===== config.mk =====
export PLATFORM = sky130hd
export DESIGN_NAME = add_tree_pipe
export DESIGN_NICKNAME = d
export VERILOG_FILES = /design/src/rtl/add_tree_pkg.sv /design/src/rtl/add_tree_level.sv /design/src/rtl/add_tree_pipe.sv
export SDC_FILE = /design/constraint.sdc
export NUM_CORES = 1
export LEC_CHECK = 0
export CORE_MARGIN = 4
export CORE_UTILIZATION = 45
export CTS_BUF_LIST = sky130_fd_sc_hd__clkbuf_8
export DETAILED_ROUTE_END_ITERATION = 8
export HOLD_SLACK_MARGIN = 0.05
export PLACE_DENSITY_LB_ADDON = 0.15
export SETUP_SLACK_MARGIN = 0.2
export SLEW_MARGIN = 25
export SYNTH_ARGS = -nofsm -noshare
export SYNTH_HDL_FRONTEND = slang
export SYNTH_SLANG_ARGS = --single-unit

===== constraint.sdc =====
create_clock -name clk -period 5.97 [get_ports clk]
set_clock_uncertainty 0.15 [all_clocks]
set_input_delay 0.597 -clock clk [delete_from_list [all_inputs] [get_ports clk]]
set_output_delay 0.597 -clock clk [all_outputs]
set_load 0.02 [all_outputs]

===== src/rtl/add_tree_pkg.sv =====
// Shared constant functions for the pipelined adder tree: depth, widths and
// the fixed-point reciprocal used by the optional mean output.
package add_tree_pkg;

  function automatic int unsigned clog2(input int unsigned n);
    int unsigned r;
    r = 0;
    for (int unsigned i = 0; i < 32; i++)
      if ((64'd1 << i) < 64'(n)) r = i + 1;
    return r;
  endfunction

  function automatic int unsigned lvls_f(input int unsigned num_taps);
    return clog2(num_taps);
  endfunction

  function automatic int unsigned sum_w_f(input int unsigned data_w, input int unsigned num_taps);
    return data_w + clog2(num_taps);
  endfunction

  // Number of elements entering tree level lvl (ceil(num_taps / 2^lvl)).
  function automatic int unsigned level_n_f(input int unsigned num_taps, input int unsigned lvl);
    return (num_taps + (32'd1 << lvl) - 1) >> lvl;
  endfunction

  function automatic int unsigned frac_f(input int unsigned sum_w);
    return sum_w + 8;
  endfunction

  function automatic longint unsigned recip_f(input int unsigned num_taps, input int unsigned frac);
    return ((64'd1 << frac) + 64'(num_taps / 2)) / 64'(num_taps);
  endfunction

endpackage


===== src/rtl/add_tree_level.sv =====
// One adder-tree level: pairwise adds with 1-bit growth, odd element passed
// through zero-extended, everything registered under the shared advance enable.
module add_tree_level #(
  parameter int unsigned N_IN = 2,
  parameter int unsigned IN_W = 8,
  localparam int unsigned N_OUT = (N_IN + 1) / 2,
  localparam int unsigned OUT_W = IN_W + 1
) (
  input  logic                   clk,
  input  logic                   rst_n,
  input  logic                   adv,
  input  logic                   in_valid,
  input  logic                   in_last,
  input  logic [N_IN*IN_W-1:0]   in_data,
  output logic                   out_valid,
  output logic                   out_last,
  output logic [N_OUT*OUT_W-1:0] out_data
);

  logic [N_OUT*OUT_W-1:0] nxt;

  always_comb begin
    nxt = '0;
    for (int unsigned i = 0; i < N_IN / 2; i++)
      nxt[i*OUT_W +: OUT_W] = {1'b0, in_data[2*i*IN_W +: IN_W]}
                            + {1'b0, in_data[(2*i+1)*IN_W +: IN_W]};
    if (N_IN % 2 == 1)
      nxt[(N_OUT-1)*OUT_W +: OUT_W] = {1'b0, in_data[(N_IN-1)*IN_W +: IN_W]};
  end

  always_ff @(posedge clk) begin
    if (!rst_n) begin
      out_valid <= 1'b0;
      out_last  <= 1'b0;
      out_data  <= '0;
    end else if (adv) begin
      out_valid <= in_valid;
      out_last  <= in_last;
      out_data  <= nxt;
    end
  end

endmodule


===== src/rtl/add_tree_pipe.sv =====
// Fully pipelined NUM_TAPS-input adder tree with valid/ready backpressure.
// Define ADD_TREE_AVG_EN to add a registered rounded-mean stage and avg_out.
module add_tree_pipe
  import add_tree_pkg::*;
#(
  parameter int unsigned NUM_TAPS = 9,
  parameter int unsigned DATA_W   = 8,
  localparam int unsigned LVLS  = lvls_f(NUM_TAPS),
  localparam int unsigned SUM_W = sum_w_f(DATA_W, NUM_TAPS)
) (
  input  logic                       clk,
  input  logic                       rst_n,
  input  logic                       in_valid,
  output logic                       in_ready,
  input  logic [NUM_TAPS*DATA_W-1:0] taps_in,
  input  logic                       in_last,
  output logic                       out_valid,
  input  logic                       out_ready,
  output logic [SUM_W-1:0]           sum_out,
  output logic                       out_last
`ifdef ADD_TREE_AVG_EN
  ,
  output logic [DATA_W-1:0]          avg_out
`endif
);

  logic             adv;
  logic             tree_valid;
  logic             tree_last;
  logic [SUM_W-1:0] tree_sum;

  // Whole pipeline moves as one; a stalled output freezes every stage.
  assign adv      = !out_valid | out_ready;
  assign in_ready = adv;

  for (genvar j = 0; j < LVLS; j++) begin : g_lvl
    localparam int unsigned N_IN  = level_n_f(NUM_TAPS, j);
    localparam int unsigned IN_W  = DATA_W + j;
    localparam int unsigned N_OUT = level_n_f(NUM_TAPS, j + 1);

    logic [N_IN*IN_W-1:0]       d_in;
    logic                       v_in;
    logic                       l_in;
    logic [N_OUT*(IN_W+1)-1:0]  d_out;
    logic                       v_out;
    logic                       l_out;

    if (j == 0) begin : g_src
      assign d_in = taps_in;
      assign v_in = in_valid;
      assign l_in = in_last;
    end else begin : g_src
      assign d_in = g_lvl[j-1].d_out;
      assign v_in = g_lvl[j-1].v_out;
      assign l_in = g_lvl[j-1].l_out;
    end

    add_tree_level #(
      .N_IN (N_IN),
      .IN_W (IN_W)
    ) u_level (
      .clk       (clk),
      .rst_n     (rst_n),
      .adv       (adv),
      .in_valid  (v_in),
      .in_last   (l_in),
      .in_data   (d_in),
      .out_valid (v_out),
      .out_last  (l_out),
      .out_data  (d_out)
    );
  end

  assign tree_sum   = g_lvl[LVLS-1].d_out;
  assign tree_valid = g_lvl[LVLS-1].v_out;
  assign tree_last  = g_lvl[LVLS-1].l_out;

`ifdef ADD_TREE_AVG_EN
  localparam int unsigned       FRAC   = frac_f(SUM_W);
  localparam longint unsigned   RECIP  = recip_f(NUM_TAPS, FRAC);
  localparam int unsigned       PROD_W = SUM_W + FRAC + 1;

  logic [PROD_W-1:0] prod;
  logic [DATA_W-1:0] avg_nxt;

  // Reciprocal multiply with half-LSB rounding replaces a divider.
  always_comb begin
    prod    = PROD_W'(tree_sum) * PROD_W'(RECIP) + (PROD_W'(1) << (FRAC - 1));
    avg_nxt = DATA_W'(prod >> FRAC);
  end

  always_ff @(posedge clk) begin
    if (!rst_n) begin
      out_valid <= 1'b0;
      out_last  <= 1'b0;
      sum_out   <= '0;
      avg_out   <= '0;
    end else if (adv) begin
      out_valid <= tree_valid;
      out_last  <= tree_last;
      sum_out   <= tree_sum;
      avg_out   <= avg_nxt;
    end
  end
`else
  assign out_valid = tree_valid;
  assign out_last  = tree_last;
  assign sum_out   = tree_sum;
`endif

endmodule

==> impl_metrics.toml, run 1 <==
[power_and_ir_drop]
ir_drop_mv = 0.1045
powerDensity_mw_per_mm2 = 236.5
leakagePower_nw = 3.078

[critical_path]
critPathCaptureType = "primary output"
worstPathArrival_ns = 2.81
required_ns = 5.22
crit_path_max_incr_delay_ns = 0.71
crit_slowest_cell = "clkdlybuf4s50_1"
path_buf_inv = 4
cpLargestDelayFamily = "buffers and inverters"
worstPathCellList = "clkdlybuf4s50_1 > nor2b_4 > buf_4 > clkinv_2 > clkdlybuf4s50_1"
cp_common_cell = "clkdlybuf4s50_1"
cp_max_fo = 44
start_kind = "primary input"
r2r_setup_slack_ns = 3.13
critPathKind = "primary input to primary output"

[global_route]
grt_pass1_wl_mm = 26.96
grt_usage_pct = 19.15
antenna_found_initial = 0
overflow = 0
grt_max_degree = 105
grt_pass1_vias = 5939

[routing]
ant_nets = 0
vias = 6203
initialDrtViolationCount = 384
drc = 0
wl_per_cell_um = 14.68
avgViaCountPerCell = 5.765
firstDrtPassIters = 5
drt_wl_total_mm = 15.80

[yosys]
yosys_warnings = 0
synth_top_cell_area_share_pct = 33.16
yosys-top-cells-area = "dfxtp_1 (33%), ha_1 (13%), nand2_1 (6.6%)"
synth_nets = 979
ys_seq_area_share_pct = 33.16
avgSynthCellArea_um2 = 8.113
synth-edff-count = 0
ys_ff_latch = 111
synth_ff_type = "dfxtp_1"
synth_cells = 826
netlist_area_mm2 = 0.006701
synthArstFlopShare_pct = 0
synth_largest_area_cell = "dfxtp_1"
synthDistinctLibCells = 54

[clock_tree]
cts_resized = 0
cts_setup_buffers = 0
h-tree-depth = 3
clockBufferDepth = 2
clock_latency_ns = 0.40
postCtsHoldBufs = 0
cts_tree = "done"
numCtsBuffers = 9
path_clk_slew_ns = 0.11
cts_num_sinks = 111
root_buffer = "clkbuf_8"

[run_status]
outcome = "completed"

[timing]
finalSetupTns_ns = 0
relSlewSlack_pct = 32.86
maxSlewViolCount = 0
min_period_ns = 3.559
fmax_mhz = 281.0
grt_setup_unrepaired = "false"
timing.final.crit_share_pct = 59.62
hold_viol = 0
worst_pin_slew_ns = 1.007
worst_slack_ns = 2.411
worst_hold_slack_ns = 0.3030
finalSetupViolations = 0

[hold_path]
hold_path.class = "flip-flop to flip-flop"

[place]
dp_slack_ns = 2.397
dp.final_hpwl_mm = 11.33
gp_congestion = 0.8832
portBuffers = 91

[layout]
fill_cells = 1393
area_growth_pct = 17.63
fin_util_pct = 54.24
antenna_cells = 0
final_common_cell = "nand2_1"
layout_common_cells = "nand2_1 (118), dfxtp_1 (111), clkdlybuf4s50_1 (90)"
drive_gt1_share_pct = 3.587
nNetsFinal = 1040

[floorplan]
die_y_um = 130.0
core.rowCount = 44
fp.dieW_um = 130.0
coreArea_mm2 = 0.01453
initial_core_util_pct = 46.11
ioPinCount = 92
dieArea_mm2 = 0.01691

[flow_run]
cap_violations = 0
-- area by class of cell --
class / instances / area (um2) / area share (%)
flip-flops and latches: 111 / 2222 / 28.19
repair buffers: 97 / 950.9 / 12.06
inverters: 15 / 57.56 / 0.7302
clock buffers: 9 / 123.9 / 1.571
clock inverters: 7 / 60.06 / 0.7619
well taps: 184 / 230.2 / 2.921
multi-input cells: 653 / 4238 / 53.76
-- worst paths after layout --
path / from / cells after the start / to
worst min-delay path: g_lvl[0].u_level.out_data[40]$_SDFFE_PN0P_ / 2 / g_lvl[1].u_level.out_data[24]$_SDFFE_PN0P_
worst max register to register: g_lvl[3].u_level.out_valid$_SDFFE_PN0P_ / 7 / g_lvl[2].u_level.out_data[7]$_SDFFE_PN0P_
worst min register to register: g_lvl[0].u_level.out_data[40]$_SDFFE_PN0P_ / 2 / g_lvl[1].u_level.out_data[24]$_SDFFE_PN0P_
worst max-delay path: out_ready / 5 / in_ready
-- stage by stage --
step                std cells  power (mW)  cell area, um2
global route             1076       1.991            7883
floorplan                 826       1.274            6701
global placement         1060       1.434            7699
CTS                      1076       1.882            7883
detailed placement       1060       1.451            7699
finish                   1076       1.864            7883
-- Yosys cell counts, types with 4 or more instances --
| cell | instances |
|---|---|
| a31oi_1 | 15 |
| o211ai_1 | 23 |
| xnor2_1 | 5 |
| ha_1 | 68 |
| buf_1 | 7 |
| nor2b_1 | 5 |
| nor2_1 | 58 |
| nand3_1 | 38 |
| buf_2 | 13 |
| o21ai_0 | 38 |
| nor4b_1 | 9 |
| clkbuf_1 | 27 |
| or4_1 | 5 |
| o21a_1 | 5 |
| o21ai_1 | 12 |
| o221ai_1 | 4 |
| a21o_1 | 12 |
| fa_1 | 8 |
| nand4b_1 | 7 |
| nand4_1 | 15 |
| inv_1 | 13 |
| xor2_1 | 5 |
| dfxtp_1 | 111 |
| nand2b_1 | 8 |
| nor3b_1 | 12 |
| a21oi_1 | 84 |
| nor3_1 | 5 |
| or3_1 | 24 |
| a211oi_1 | 37 |
| nand2_1 | 118 |
| a211o_1 | 6 |
-- sequential cells by signal, summed over array words and instances (netlist names) --
register and cells:
g_lvl.u_level.out_data 103, g_lvl.u_level.out_last 4, g_lvl.u_level.out_valid 4
-- layer usage --
layer  track usage [%]  vias up  wire (um)
li1                  -     3166          -
met1             25.03     2898       7566
met2             31.56      120       7343
met3             4.707       19        652
met4             5.379        0        233
met5                 0        -          0
-- cell families after synthesis --
kind of cell    after synthesis  share of synthesized area (%)
flops                       111                          33.16
simple gates                311                          22.69
fa+ha+maj                    76                          15.09
mux                           2                         0.3174
xor+xnor                     10                          1.307
compound gates              254                          23.73
buf+inv                      62                          3.716
-- tightest hold or removal path, stage by stage, from the launching register on --
cell,delay (ns)
dfxtp_1,0.32
nand2_1,0.05
a21oi_1,0.05
-- power by group --
group	leakage [nW]	internal, mW	total, mW	switching (mW)
clock network	0.0976	0.157	0.427	0.269
logic	2.06	0.271	0.561	0.290
registers	0.917	0.823	0.876	0.0530
No activity file was read; power rests on OpenSTA's default activity.
==> run 2: changes to the inputs <==
- clock period: 5.97 -> 3.7 ns (I/O delays scaled with it)
==> run 2 against run 1 <==
  * Design area is 0.14% higher
  * Power is 62% higher
  * Die area unchanged
  * Clock-buffer cell count grew 1
  * Via count hardly changed
  * Wire length up 0.41%
  * Critical path depth decreased by 1
  * Combinational power increased by 61%
  * Non-clock buffer count unchanged
  * Sequential share of layout area about the same
  * Critical path type unchanged
==> impl_metrics.toml, run 2 (same netlist as run 1, synthesis figures left out) <==
[global_route]
overflow = 0
grt_max_degree = 147
antenna_found_initial = 0
grt_pass1_wl_mm = 27.19
grt_usage_pct = 19.33
grt_pass1_vias = 6042

[place]
dpl-instance-area_mm2 = 0.007711
dp_cells = 1060
gp_congestion = 0.8724
dp.final_hpwl_mm = 11.60
portBuffers = 91

[layout]
area_growth_pct = 17.79
regMostFlops = "g_lvl.u_level.out_data"
final_common_cell = "nand2_1"
largest_register_ffs = 103
nNetsFinal = 1040
antenna_cells = 0
fin_util_pct = 54.31
reg_top3 = "g_lvl.u_level.out_data x103, g_lvl.u_level.out_last x4, g_lvl.u_level.out_valid x4"
drive_gt1_share_pct = 3.475
instances_no_fill = 1076
layout_common_cells = "nand2_1 (118), dfxtp_1 (111), clkdlybuf4s50_1 (90)"
fin_area_mm2 = 0.007894

[critical_path]
crit_slowest_cell = "clkdlybuf4s50_1"
crit_path_max_incr_delay_ns = 0.73
critPathKind = "primary input to primary output"
reg2regPathDepth = 8
start_kind = "primary input"
cpLargestDelayFamily = "buffers and inverters"
worstPathArrival_ns = 2.14
cp_max_fo = 38
worstPathCellList = "clkdlybuf4s50_1 > nor2b_4 > clkinv_2 > clkdlybuf4s50_1"
cp.depth = 4
required_ns = 3.18
path_buf_inv = 3
critPathCaptureType = "primary output"
cp_common_cell = "clkdlybuf4s50_1"
r2r_setup_slack_ns = 1.35

[routing]
avgViaCountPerCell = 5.763
vias = 6201
firstDrtPassIters = 5
drc = 0
initialDrtViolationCount = 328
drt_wl_total_mm = 15.86
ant_nets = 0
wl_per_cell_um = 14.74

[floorplan]
core.rowCount = 44
die_y_um = 130.0
dieArea_mm2 = 0.01691
initial_core_util_pct = 46.11
coreArea_mm2 = 0.01453
fp.dieW_um = 130.0
ioPinCount = 92

[clock_tree]
cts_resized = 0
clock_latency_ns = 0.38
path_clk_slew_ns = 0.11
numCtsBuffers = 9
cts_num_sinks = 111
clockBufferDepth = 2
cts_setup_buffers = 0
h-tree-depth = 3
root_buffer = "clkbuf_8"
postCtsHoldBufs = 0
cts_tree = "done"

[power_and_ir_drop]
internal-power_mw = 2.034
comb_power_share_pct = 30.1
switchingPower_mw = 0.9779
power_frac_seq_pct = 46.9
swShare_pct = 32.47
clockPowerShare_pct = 23.0
powerDensity_mw_per_mm2 = 381.5
leakagePower_nw = 3.078
ir_drop_mv = 0.1839

[timing]
finalSetupViolations = 0
worst_hold_slack_ns = 0.3093
min_period_ns = 2.656
relSlewSlack_pct = 45.95
hold_viol = 0
finalSetupTns_ns = 0
maxSlewViolCount = 0
fmax_mhz = 376.5
timing.final.crit_share_pct = 71.78
worst_pin_slew_ns = 0.8095
grt_setup_unrepaired = "false"

[hold_path]
hold_path.class = "flip-flop to flip-flop"
whs_path_depth = 2

[run_status]
outcome = "completed"

[flow_run]
cap_violations = 0
run 2: changes by cell type in the layout (fill, tap and decap cells not counted), sizes merged:
| cell | delta |
|---|---|
| clkinv | -4 |
| clkinvlp | +1 |
| clkbuf | +1 |
| inv | +2 |
run 2: cell type report:
class	count	area, um2
clock buffers	10	137.6
clock inverters	6	45.04
fillers	1389	6640
inverters	15	57.56
multi-input cells	653	4238
flip-flops and latches	111	2222
well taps	184	230.2
repair buffers	97	963.4
run 2: power by group through the flow:
stage	registers (mW)	logic, mW	clock network, mW
after CTS	1.42	0.905	0.720
final	1.41	0.906	0.692
after global routing	1.43	1.02	0.769
after detailed placement	1.44	0.898	0
after global placement	1.44	0.876	0
after floorplan	1.43	0.623	0
run 2: through the flow:
step,setup slack (ns),total power [mW]
6_report,1.044,3.012
5_1_grt,0.9508,3.225
4_1_cts,1.023,3.041
3_5_place_dp,0.8309,2.342
3_3_place_gp,0.9931,2.315
2_1_floorplan,1.599,2.055
run 2: final timing paths:
kind                                                            startpoint                                   endpoint
worst max-delay path                                             out_ready                                   in_ready
worst min-delay path               g_lvl[2].u_level.out_valid$_SDFFE_PN0P_    g_lvl[2].u_level.out_valid$_SDFFE_PN0P_
worst max register to register  g_lvl[1].u_level.out_data[10]$_SDFFE_PN0P_  g_lvl[2].u_level.out_data[8]$_SDFFE_PN0P_
worst min register to register     g_lvl[2].u_level.out_valid$_SDFFE_PN0P_    g_lvl[2].u_level.out_valid$_SDFFE_PN0P_
run 2: per-layer routing:
layer / part of all wire (%) / vias up / GRT usage, % / wire (um)
met5: 0 / - / 0 / 0
met2: 47 / 146 / 32.17 / 7378
met3: 5.0 / 26 / 4.707 / 791
met4: 1.7 / 0 / 5.746 / 271
li1: - / 3160 / - / -
met1: 47 / 2869 / 24.91 / 7419
run 2: worst reg2reg max path: cells and delay by family, from the launching register on:
family,cells,cell delay [ns]
fa+ha+maj,2,0.61
simple gates,2,0.60
compound gates,3,0.49
flops,1,0.35
buf+inv,1,0.07
==> run 3: changes to the inputs <==
- clock period: 3.7 -> 2.59 ns (I/O delays scaled with it)
==> run 3 against run 2 <==
  * Critical path depth is 5 higher
  * Highest routed layer unchanged
  * Largest cell class unchanged
  * First-iteration DRC count is 38% higher
  * Sequential share of layout area is 0.37 points lower
  * Global-route usage is 0.48 points higher
  * Clock power is 46% higher
  * Largest power group unchanged
==> impl_metrics.toml, run 3 (same netlist as run 1, synthesis figures left out) <==
[global_route]
grt_pass1_wl_mm = 27.74
overflow = 0
antenna_found_initial = 0
grt_usage_pct = 19.81
grt_pass1_vias = 5919
grt_max_degree = 101

[floorplan]
die_y_um = 130.0
dieArea_mm2 = 0.01691
core.rowCount = 44
coreArea_mm2 = 0.01453
fp.dieW_um = 130.0
ioPinCount = 92
initial_core_util_pct = 46.11

[routing]
ant_nets = 0
initialDrtViolationCount = 453
drt_wl_total_mm = 16.23
vias = 6228
drc = 0
avgViaCountPerCell = 5.745
wl_per_cell_um = 14.97
firstDrtPassIters = 4

[layout]
regMostFlops = "g_lvl.u_level.out_data"
largest_register_ffs = 103
layout_common_cells = "nand2_1 (118), dfxtp_1 (110), clkdlybuf4s50_1 (90)"
nNetsFinal = 1048
antenna_cells = 0
drive_gt1_share_pct = 4.889
final_common_cell = "nand2_1"
area_growth_pct = 19.44
instances_no_fill = 1084
fill_cells = 1408
reg_top3 = "g_lvl.u_level.out_data x103, g_lvl.u_level.out_last x4, g_lvl.u_level.out_valid x4"

[critical_path]
crit_slowest_cell = "clkdlybuf4s50_1"
worstPathArrival_ns = 2.44
path_buf_inv = 2
critPathCaptureType = "flip-flop"
crit_path_max_incr_delay_ns = 0.46
r2r_setup_slack_ns = 0.33
cp_max_fo = 3
worstPathCellList = "clkdlybuf4s50_1 > ha_1 > inv_1 > fa_1 > nand2b_1 > a21oi_1 > o22ai_1 > xor2_1 > a211oi_1"
start_kind = "primary input"
cpLargestDelayFamily = "compound AO/OA/AOI/OAI gates"
critPathKind = "primary input to flip-flop"
required_ns = 2.74

[clock_tree]
cts_num_sinks = 111
cts_setup_buffers = 0
clockBufferDepth = 2
clock_latency_ns = 0.38
root_buffer = "clkbuf_8"
cts_tree = "done"
h-tree-depth = 3
postCtsHoldBufs = 0
numCtsBuffers = 9
cts_resized = 0
path_clk_slew_ns = 0.10

[place]
portBuffers = 91
dp_cells = 1068
dp.final_hpwl_mm = 12.18
gp_congestion = 0.8607

[timing]
fmax_mhz = 436.0
hold_viol = 0
worst_pin_slew_ns = 0.6382
relSlewSlack_pct = 57.45
maxSlewViolCount = 0
min_period_ns = 2.294
finalSetupTns_ns = 0
timing.final.crit_share_pct = 88.56
finalSetupViolations = 0
grt_setup_unrepaired = "true"

[power_and_ir_drop]
leakagePower_nw = 3.124
ir_drop_mv = 0.2721
powerDensity_mw_per_mm2 = 543.4

[hold_path]
hold_path.class = "primary input to flip-flop"

[flow_run]
cap_violations = 0

[run_status]
outcome = "completed"
run 3: cell types whose count changed in the layout (fill, tap and decap cells not counted), moves of 2 or more:
cell	before	now
buf_4	5	11
a21oi_1	84	82
a21oi_2	0	2
buf_12	1	3
clkbuf_8	10	12
ha_1	68	66
ha_2	0	2
run 3: layout make-up:
type / count / area, um2 / share of cell area [%]
multi-input cells: 653 / 4250 / 53.10
clock buffers: 12 / 165.2 / 2.063
clock inverters: 4 / 28.78 / 0.3595
flip-flops and latches: 111 / 2223 / 27.78
inverters: 15 / 57.56 / 0.7191
well taps: 184 / 230.2 / 2.876
repair buffers: 105 / 1049 / 13.10
run 3: worst reg2reg max path: stages, from the launching register on:
cell      delay, ns
dfxtp_1        0.36
ha_2           0.20
inv_1          0.05
fa_1           0.41
nand2b_1       0.20
a21oi_2        0.17
o21ai_1        0.13
or4_1          0.41
o311ai_1       0.09
run 3: where the power goes:
part / switching, mW / internal (mW) / total [mW]
registers: 0.126 / 1.90 / 2.02
clock network: 0.582 / 0.431 / 1.01
logic: 0.679 / 0.634 / 1.31
run 3: path summary, 6_finish.rpt:
kind                                           endpoint  cells after the start                                        from
max          g_lvl[0].u_level.out_data[15]$_SDFFE_PN0P_                      9                                 taps_in[16]
min           g_lvl[0].u_level.out_data[4]$_SDFFE_PN0P_                      3                                       rst_n
max reg2reg   g_lvl[2].u_level.out_data[8]$_SDFFE_PN0P_                      8   g_lvl[1].u_level.out_data[0]$_SDFFE_PN0P_
min reg2reg  g_lvl[1].u_level.out_data[20]$_SDFFE_PN0P_                      2  g_lvl[1].u_level.out_data[20]$_SDFFE_PN0P_
run 3: through the flow:
step                hold WS (ns)  worst slack (ns)  total power [mW]  util (%)  area [um2]
floorplan                 0.2495            0.5075             2.936         -        6701
global placement          0.2883           0.04636             3.316     53.64        7796
detailed placement        0.2950          -0.07530             3.366     53.64        7796
CTS                       0.1489            0.2340             4.397     54.98        7990
global route              0.1737            0.2045             4.657     55.07        8004
finish                    0.1686            0.2964             4.350     55.07        8004
run 3: metal layers:
layer / up-vias / wire [um] / global-route usage [%]
met2: 131 / 7702 / 32.62
li1: 3178 / - / -
met5: - / 0 / 0
met3: 23 / 718 / 4.462
met4: 0 / 274 / 5.257
met1: 2896 / 7533 / 26.29
